==> config.mk <==
export PLATFORM = sky130hd
export DESIGN_NAME = rf_param_scoreboard
export DESIGN_NICKNAME = d
export VERILOG_FILES = /design/src/rtl/rf_pkg.sv /design/src/rtl/rf_busy_table.sv /design/src/rtl/rf_param_scoreboard.sv
export SDC_FILE = /design/constraint.sdc
export NUM_CORES = 1
export LEC_CHECK = 0
export ABC_CLOCK_PERIOD_IN_PS = 11200
export CORE_AREA = 10 10 301 592
export CTS_BUF_LIST = sky130_fd_sc_hd__clkbuf_16
export DETAILED_ROUTE_END_ITERATION = 6
export DIE_AREA = 0 0 311 602
export GPL_ROUTABILITY_DRIVEN = 0
export PLACE_DENSITY = 0.41
export SLEW_MARGIN = 15
export SYNTH_ARGS = -nofsm -noshare
export SYNTH_HDL_FRONTEND = slang
export SYNTH_SLANG_ARGS = --single-unit
export TNS_END_PERCENT = 5
==> constraint.sdc <==
create_clock -name clk -period 11.2 [get_ports clk]
set_input_delay 2.24 -clock clk [delete_from_list [all_inputs] [get_ports clk]]
set_output_delay 2.24 -clock clk [all_outputs]
set_load 0.01 [all_outputs]
==> src/rtl/rf_pkg.sv <==
// Shared types and default widths for the scoreboarded register file.
// The FSM state enum is used by the top; the width defaults seed every module's parameters.
package rf_pkg;

  typedef enum logic {
    ST_CLEAR = 1'b0,
    ST_READY = 1'b1
  } rf_state_t;

  localparam int DATA_W_DEF = 32;
  localparam int ADDR_W_DEF = 5;

endpackage

==> src/rtl/rf_busy_table.sv <==
// Per-register busy scoreboard: one bit per entry, set on issue, cleared on writeback,
// wiped wholesale on a full clear. Two lookup ports mirror the two read ports.
module rf_busy_table
  import rf_pkg::*;
#(
  parameter int ADDR_W = ADDR_W_DEF
) (
  input  logic              clk,
  input  logic              rst,
  input  logic              set_en,
  input  logic [ADDR_W-1:0] set_addr,
  input  logic              clr_en,
  input  logic [ADDR_W-1:0] clr_addr,
  input  logic              clr_all,
  input  logic [ADDR_W-1:0] look_a,
  input  logic [ADDR_W-1:0] look_b,
  output logic              busy_a,
  output logic              busy_b
);

  localparam int DEPTH = 2 ** ADDR_W;

  logic [DEPTH-1:0] busy;
  logic [DEPTH-1:0] busy_next;

  // Priority low to high: writeback clear, issue set (new producer), clear-all.
  always_comb begin
    busy_next = busy;
    if (clr_en) begin
      busy_next[clr_addr] = 1'b0;
    end
    if (set_en) begin
      busy_next[set_addr] = 1'b1;
    end
    if (clr_all) begin
      busy_next = '0;
    end
  end

  always_ff @(posedge clk or posedge rst) begin
    if (rst) begin
      busy <= '0;
    end else begin
      busy <= busy_next;
    end
  end

  assign busy_a = busy[look_a];
  assign busy_b = busy[look_b];

endmodule

==> src/rtl/rf_param_scoreboard.sv <==
// Register file with two combinational read ports, one write port, optional zero register,
// optional write-through bypass, busy scoreboard and a one-entry-per-cycle clear engine.
module rf_param_scoreboard
  import rf_pkg::*;
#(
  parameter int DATA_W   = DATA_W_DEF,
  parameter int ADDR_W   = ADDR_W_DEF,
  parameter bit ZERO_REG = 1'b1,
  parameter bit BYPASS   = 1'b1
) (
  input  logic              clk,
  input  logic              rst,
  input  logic              ClearReq,
  output logic              Ready,
  input  logic              RegWrite,
  input  logic [ADDR_W-1:0] RdAddr,
  input  logic [DATA_W-1:0] RdData,
  input  logic              IssueValid,
  input  logic [ADDR_W-1:0] IssueAddr,
  input  logic [ADDR_W-1:0] RsAddr,
  input  logic [ADDR_W-1:0] RtAddr,
  output logic [DATA_W-1:0] RsData,
  output logic [DATA_W-1:0] RtData,
  output logic              RsBusy,
  output logic              RtBusy
);

  localparam int DEPTH = 2 ** ADDR_W;
  localparam logic [ADDR_W-1:0] LAST_IDX = ADDR_W'(DEPTH - 1);

  rf_state_t         state;
  rf_state_t         state_next;
  logic [ADDR_W-1:0] clr_cnt;
  logic [DATA_W-1:0] regs [DEPTH];

  logic ready;
  logic clear_start;
  logic wr_ok;
  logic iss_ok;
  logic rs_zero;
  logic rt_zero;
  logic rs_hit;
  logic rt_hit;
  logic rs_busy_raw;
  logic rt_busy_raw;

  assign ready       = (state == ST_READY);
  assign clear_start = ready && ClearReq;
  assign wr_ok       = ready && RegWrite && !(ZERO_REG && (RdAddr == '0));
  assign iss_ok      = ready && IssueValid && !(ZERO_REG && (IssueAddr == '0));

  always_ff @(posedge clk or posedge rst) begin
    if (rst) begin
      state <= ST_CLEAR;
    end else begin
      state <= state_next;
    end
  end

  always_comb begin
    state_next = state;
    case (state)
      ST_CLEAR: begin
        if (clr_cnt == LAST_IDX) begin
          state_next = ST_READY;
        end
      end
      ST_READY: begin
        if (ClearReq) begin
          state_next = ST_CLEAR;
        end
      end
      default: state_next = ST_CLEAR;
    endcase
  end

  always_ff @(posedge clk or posedge rst) begin
    if (rst) begin
      clr_cnt <= '0;
    end else if (state == ST_CLEAR) begin
      clr_cnt <= clr_cnt + 1'b1;
    end else if (clear_start) begin
      clr_cnt <= '0;
    end
  end

  // The array has no reset of its own; the clear engine zeroes it and reads are masked until then.
  always_ff @(posedge clk) begin
    if (state == ST_CLEAR) begin
      regs[clr_cnt] <= '0;
    end else if (wr_ok) begin
      regs[RdAddr] <= RdData;
    end
  end

  rf_busy_table #(
    .ADDR_W (ADDR_W)
  ) u_busy (
    .clk      (clk),
    .rst      (rst),
    .set_en   (iss_ok),
    .set_addr (IssueAddr),
    .clr_en   (wr_ok),
    .clr_addr (RdAddr),
    .clr_all  (clear_start),
    .look_a   (RsAddr),
    .look_b   (RtAddr),
    .busy_a   (rs_busy_raw),
    .busy_b   (rt_busy_raw)
  );

  assign rs_zero = ZERO_REG && (RsAddr == '0);
  assign rt_zero = ZERO_REG && (RtAddr == '0);
  assign rs_hit  = BYPASS && wr_ok && (RdAddr == RsAddr);
  assign rt_hit  = BYPASS && wr_ok && (RdAddr == RtAddr);

  // A bypass hit means the producer is completing now, so the port is no longer busy.
  always_comb begin
    RsData = '0;
    RtData = '0;
    RsBusy = 1'b0;
    RtBusy = 1'b0;
    if (ready) begin
      if (!rs_zero) begin
        RsData = rs_hit ? RdData : regs[RsAddr];
        RsBusy = rs_busy_raw && !rs_hit;
      end
      if (!rt_zero) begin
        RtData = rt_hit ? RdData : regs[RtAddr];
        RtBusy = rt_busy_raw && !rt_hit;
      end
    end
  end

  assign Ready = ready;

endmodule

==> metrics.cfg, run 1 <==
[setup_path]
r2r_cells=7
worst-endpoint-required_ps=8960
critPathMaxFanout=20
critical_path_class=primary input to output port
cp_data_arrival_time_ps=6450
rrSetupSlack_ps=7210
r2r-start=Ready
crit_path_end_kind=output port
critPathLaunchType=primary input
r2r-end=regs[0][13]

[routing]
iteration_count_of_the_initial_detailed_routing_pass=7
drt_first_iter_violations=2455
avgViaCountPerCell=5.70
route.antenna.remaining_nets=0
post_drt_wl_per_cell_um=36.7
routed-via-count=28924
wl_um=186000
route.detailed.drc=0

[placement]
detailed_place_hpwl_um=112000
io_buffers=123
placed_cells=4872

[yosys]
synth_enable_flop_cells=1024
post-synth-top-area-fraction=0.613
synth_async_sr_flop_share=0.0358
synth_compound_gate_area_share=0.0587
synth-adder-area-share=0.000499
synthXorXnorAreaFrac=0.00209
netlist-cell-type-count=58
yosysMostFrequentCell=sky130_fd_sc_hd__edfxtp_1
synth_fp_nets=2677
synth_mux_area_frac=0.258
synth_top_family_by_area=multiplexers
simple_gate_share_of_the_synthesized_area=0.0261
netlist_top_cells_area=sky130_fd_sc_hd__edfxtp_1 (61%), sky130_fd_sc_hd__mux4_2 (24%), sky130_fd_sc_hd__mux2i_1 (2.0%), sky130_fd_sc_hd__dfrtp_1 (1.9%), sky130_fd_sc_hd__a211oi_1 (1.4%)
dominantRegCellSynth=sky130_fd_sc_hd__edfxtp_1
synth_common_cells=sky130_fd_sc_hd__edfxtp_1 (1,024), sky130_fd_sc_hd__mux4_2 (527), sky130_fd_sc_hd__mux2i_1 (102), sky130_fd_sc_hd__clkbuf_1 (96), sky130_fd_sc_hd__a211oi_1 (93)
gate_count_of_the_mapped_netlist=2618
ys_seq_area_frac=0.632
synth.ff_latch_count=1062
synth.largest_area_cell=sky130_fd_sc_hd__edfxtp_1
synthesis.area_um2=50200
ys.warnings.count=0
synthesis.area_per_instance_um2=19.2

[timing]
hold_viol_final=0
timing.final.max_slew_violations=0
totalNegativeSetupSlack_ps=0
clk_skew_ps=21.7
part_of_the_cycle_the_worst_path_needs=0.776
grt_setup_unrepaired=false
whs_ps=523
timing.final.crit_period_ps=8690
fmaxAchievable_mhz=115
worstMarginPinSlew_ps=1280
max-slew-margin-rel=0.146
setup-violations-final=0

[floorplanning]
pin_count=124
floorplan.core_area_um2=168000
die_width_um=311
die_outline_area_um2=187000
dieHeight_um=602
initial_utilization=0.298
core.rowCount=213

[grt]
grt_pass1_wl_um=259000
first_global_vias=31639
globalRouteOverflowTotal=0
grtUsageTotal=0.196
grt_max_degree=89
grt_antenna_before_repair=5

[final_layout]
synthToLayoutAreaGrowth_pct=15.2
drive_gt1_frac=0.301
fin_cells=5075
number_of_nets_in_the_finished_design=2785

[power_and_ir_drop]
power_density_nw_per_um2=184
cellLeakagePower_uw=0.0183
peak_vdd_ir_v=0.000127

[hold_path]
hold_depth=1
hold_path_startpoint=u_busy.busy[0]
hp-class=flip-flop to flip-flop
hold_end=u_busy.busy[0]

[clocking]
ctsRootBufferMaster=sky130_fd_sc_hd__clkbuf_16
cts_sink_count=1062
postCtsResizedCells=0
worstSkewPairLatency_ps=720
cts_hold_buffers=0
cts_setup_buffers=0
cts.path.max_buffers=3
tritoncts=built
cts_h_tree_lvls=3
numCtsBuffers=108
cts.clk_slew.worst_paths_ps=70

[flow_run]
timing.max_cap.violations=0

[outcome]
outcome=complete, no violations

## per-layer routing
metal  share of wire  track usage
met1            0.37        0.220
met4           0.038       0.0746
met2            0.55        0.366
met5        0.000070            0
met3           0.047       0.0290
## where the power goes
part	total (uW)	internal, uW	switching (uW)
Clock	3580	1980	1600
Combinational	1990	694	1300
Sequential	5090	4890	195
## placed cells by master, fill, tap and decap left out, types with 4 or more instances in the layout
cell type                         synthesis  layout
sky130_fd_sc_hd__edfxtp_1              1024    1024
sky130_fd_sc_hd__mux4_2                 527     527
sky130_fd_sc_hd__clkdlybuf4s50_1          0     116
sky130_fd_sc_hd__clkbuf_16                0     110
sky130_fd_sc_hd__mux2i_1                102     102
sky130_fd_sc_hd__a211oi_1                93      92
sky130_fd_sc_hd__buf_4                   11      83
sky130_fd_sc_hd__nand2_1                 84      82
sky130_fd_sc_hd__o22ai_1                 64      64
sky130_fd_sc_hd__a22oi_1                 62      62
sky130_fd_sc_hd__a21oi_1                 56      55
sky130_fd_sc_hd__dfrtp_1                 38      38
sky130_fd_sc_hd__o21ai_0                 36      36
sky130_fd_sc_hd__a22o_1                  36      36
sky130_fd_sc_hd__nor2b_1                 37      35
sky130_fd_sc_hd__clkinv_1                 0      32
sky130_fd_sc_hd__a221o_1                 31      31
sky130_fd_sc_hd__nor2_4                   0      30
sky130_fd_sc_hd__inv_1                   10      29
sky130_fd_sc_hd__and2_1                  38      27
sky130_fd_sc_hd__clkinv_2                 0      19
sky130_fd_sc_hd__nor2_1                  48      18
sky130_fd_sc_hd__nand3_1                 11      11
sky130_fd_sc_hd__and2_2                   0      11
sky130_fd_sc_hd__xnor2_1                 11      11
sky130_fd_sc_hd__buf_12                   3      11
sky130_fd_sc_hd__o211ai_1                 9       9
sky130_fd_sc_hd__bufinv_16                0       9
sky130_fd_sc_hd__nor3_1                  10       7
sky130_fd_sc_hd__buf_8                    3       7
sky130_fd_sc_hd__mux2_2                   6       6
sky130_fd_sc_hd__nand2b_1                 6       5
sky130_fd_sc_hd__clkinvlp_4               0       5
sky130_fd_sc_hd__nor3b_1                  4       4
sky130_fd_sc_hd__and3_1                   6       4
## kinds of logic after synthesis
kind of cell | count (synthesis)
flops | 1062
mux | 635
compound gates | 413
simple gates | 263
buf+inv | 231
xor+xnor | 12
fa+ha+maj | 2
## registers in the layout (all words and copies together) (netlist names)
| name | flops |
|---|---|
| Ready | 1 |
| regs | 1024 |
| clr_cnt | 5 |
| u_busy.busy | 32 |
## worst max-delay path by stage
stage | from | to | slack [ps]
2_1_floorplan | RsAddr[1] | RsData[29] | 5020
3_3_place_gp | RdAddr[0] | RsData[3] | 2300
3_5_place_dp | RdAddr[1] | RtData[2] | 2590
4_1_cts | RdAddr[1] | RtData[2] | 2570
5_1_grt | RdAddr[0] | RtData[2] | 2460
6_report | RdAddr[0] | RtData[2] | 2510
## area by class of cell
class | instances | area, um^2
Inverter | 11 | 41.3
Multi-Input combinational cell | 1325 | 17700
Antenna cell | 2 | 5.00
Fill cell | 16059 | 111000
Clock inverter | 90 | 669
Timing Repair Buffer | 218 | 2120
Clock buffer | 110 | 2750
Sequential cell | 1062 | 31700
Tap cell | 2257 | 2820
## critical path: stages
cell and delay, ps:
sky130_fd_sc_hd__clkdlybuf4s50_1 730, sky130_fd_sc_hd__or2_1 460, sky130_fd_sc_hd__o21ai_1 460, sky130_fd_sc_hd__nor3_4 910, sky130_fd_sc_hd__buf_4 570, sky130_fd_sc_hd__a22o_1 390, sky130_fd_sc_hd__clkdlybuf4s50_1 650
## per-stage QoR
step	power, uW	utilization	setup slack [ps]	area, um^2
floorplan	6140	-	5020	50200
global placement	7140	0.323	2300	54300
detailed placement	7190	0.323	2590	54400
CTS	10800	0.343	2570	57800
global route	11000	0.343	2460	57800
finish	10700	0.343	2510	57800
Power figures use the tool's default switching activity.
==> run 2, diff against run 1 <==
Settings changed: ABC_CLOCK_PERIOD_IN_PS 11200 to 8100.
Clock period 11.2 ns to 8.1 ns, I/O delays scaled along.
==> run 2 against run 1 <==
  * Global-route usage grew 0.24 points
  * Critical path depth increased by 1
  * Highest routed layer unchanged
  * Largest cell class unchanged
  * Critical endpoint is now RsData[8]
  * Sequential share of layout area is 0.44 points lower
  * Critical path type unchanged
==> metrics.cfg, run 2 (synthesized netlist as in run 1, its figures left out) <==
[timing]
max-slew-margin-rel=0.108
timing.final.crit_period_ps=7080
timing.final.max_slew_violations=0
hold_viol_final=0
part_of_the_cycle_the_worst_path_needs=0.874
fmaxAchievable_mhz=141
setup-violations-final=0
grt_setup_unrepaired=false
worstMarginPinSlew_ps=1330
worst_slack_ps=1020
clk_skew_ps=32.4
totalNegativeSetupSlack_ps=0

[setup_path]
crit_path_end_kind=output port
r2r-start=Ready
critical_path_class=primary input to output port
worst-endpoint-required_ps=6480
cp_data_arrival_time_ps=5460
startpoint=RdAddr[1]
critPathMaxFanout=26
critPathLaunchType=primary input
rrSetupSlack_ps=4060

[grt]
grt_antenna_before_repair=5
grtUsageTotal=0.198
first_global_vias=31756
globalRouteOverflowTotal=0
grt_pass1_wl_um=261000
grt_max_degree=80

[routing]
iteration_count_of_the_initial_detailed_routing_pass=6
route.antenna.remaining_nets=0
wl_um=189000
avgViaCountPerCell=5.74
drt_first_iter_violations=2853
routed-via-count=29299
post_drt_wl_per_cell_um=37.0
route.detailed.drc=0

[clocking]
ctsRootBufferMaster=sky130_fd_sc_hd__clkbuf_16
cts_setup_buffers=0
cts_h_tree_lvls=3
postCtsResizedCells=0
tritoncts=built
cts.path.max_buffers=3
cts.clk_slew.worst_paths_ps=70
cts_sink_count=1062
worstSkewPairLatency_ps=740
numCtsBuffers=106
cts_hold_buffers=0

[floorplanning]
core.rowCount=213
die_outline_area_um2=187000
pin_count=124
floorplan.core_area_um2=168000
die_width_um=311
initial_utilization=0.298
dieHeight_um=602

[final_layout]
largest-register=regs
synthToLayoutAreaGrowth_pct=16.1
layout.filler_cells=15925
layout.cells.most_common=sky130_fd_sc_hd__edfxtp_1
fin_cells=5104
drive_gt1_frac=0.316
reg.largest.list=regs (1024), u_busy.busy (32), clr_cnt (5)
largest_reg_flops=1024
number_of_nets_in_the_finished_design=2819
layout.cells.most_common_list=sky130_fd_sc_hd__edfxtp_1 (1,024), sky130_fd_sc_hd__mux4_2 (527), sky130_fd_sc_hd__clkdlybuf4s50_1 (116)

[hold_path]
hp-class=flip-flop to flip-flop
hold_path_startpoint=u_busy.busy[0]

[power_and_ir_drop]
peak_vdd_ir_v=0.000185
cellLeakagePower_uw=0.0185
power_density_nw_per_um2=255

[placement]
placed_cells=4908
detailed_place_hpwl_um=122000
dpl_worst_slack_ps=1140
io_buffers=123

[flow_run]
timing.max_cap.violations=0

[outcome]
outcome=complete, no violations

[run 2: path summary, 6_finish.rpt]
check                                   to  cells after the start
max reg2reg                    regs[3][15]                      8
min                         u_busy.busy[0]                      1
max                              RsData[8]                      8
max in group asynchronous  u_busy.busy[19]                      3
min in group asynchronous   u_busy.busy[3]                      3
min reg2reg                 u_busy.busy[0]                      1
[run 2: metrics by stage]
step / hold slack [ps] / total power [uW] / cell area (um^2) / util
finish: 514 / 14900 / 58300 / 0.346
global route: 564 / 15400 / 58300 / 0.346
CTS: 512 / 15000 / 58200 / 0.346
detailed placement: 498 / 10000 / 54800 / 0.325
global placement: 507 / 9960 / 54800 / 0.325
floorplan: 467 / 8480 / 50200 / -
[run 2: final cells by class]
type	count	area (um^2)	area share
diodes	1	2.50	0.0000429
multi-input cells	1325	17700	0.303
well taps	2257	2820	0.0484
repair buffers	254	2600	0.0447
inverters	11	41.3	0.000708
clock inverters	87	749	0.0129
flip-flops and latches	1062	31700	0.544
clock buffers	107	2680	0.0459
[run 2: critical path, cell delays in order]
cell and delay (ps):
sky130_fd_sc_hd__clkdlybuf4s50_1 630, sky130_fd_sc_hd__or2_1 490, sky130_fd_sc_hd__o21ai_1 890, sky130_fd_sc_hd__nor3_4 100, sky130_fd_sc_hd__nor3_2 390, sky130_fd_sc_hd__buf_4 470
sky130_fd_sc_hd__a221o_1 260, sky130_fd_sc_hd__clkdlybuf4s50_1 560
[run 2: power breakdown]
| group | total [uW] | internal [uW] | switching (uW) |
|---|---|---|---|
| Sequential | 7040 | 6760 | 280 |
| Clock | 5000 | 2760 | 2240 |
| Combinational | 2840 | 1000 | 1840 |
[run 2: per-layer routing]
| layer | up-vias | share of wire | global-route usage |
|---|---|---|---|
| li1 | 11631 | - | - |
| met1 | 16170 | 0.36 | 0.221 |
| met2 | 1192 | 0.55 | 0.370 |
| met3 | 304 | 0.052 | 0.0312 |
| met4 | 2 | 0.041 | 0.0794 |
| met5 | - | 0.000069 | 0 |
==> run 3, diff against run 2 <==
Settings changed: ABC_CLOCK_PERIOD_IN_PS 8100 to default.
==> results of run 3 <==
The final DEF is identical to that of run 2; final timing and power are the same.
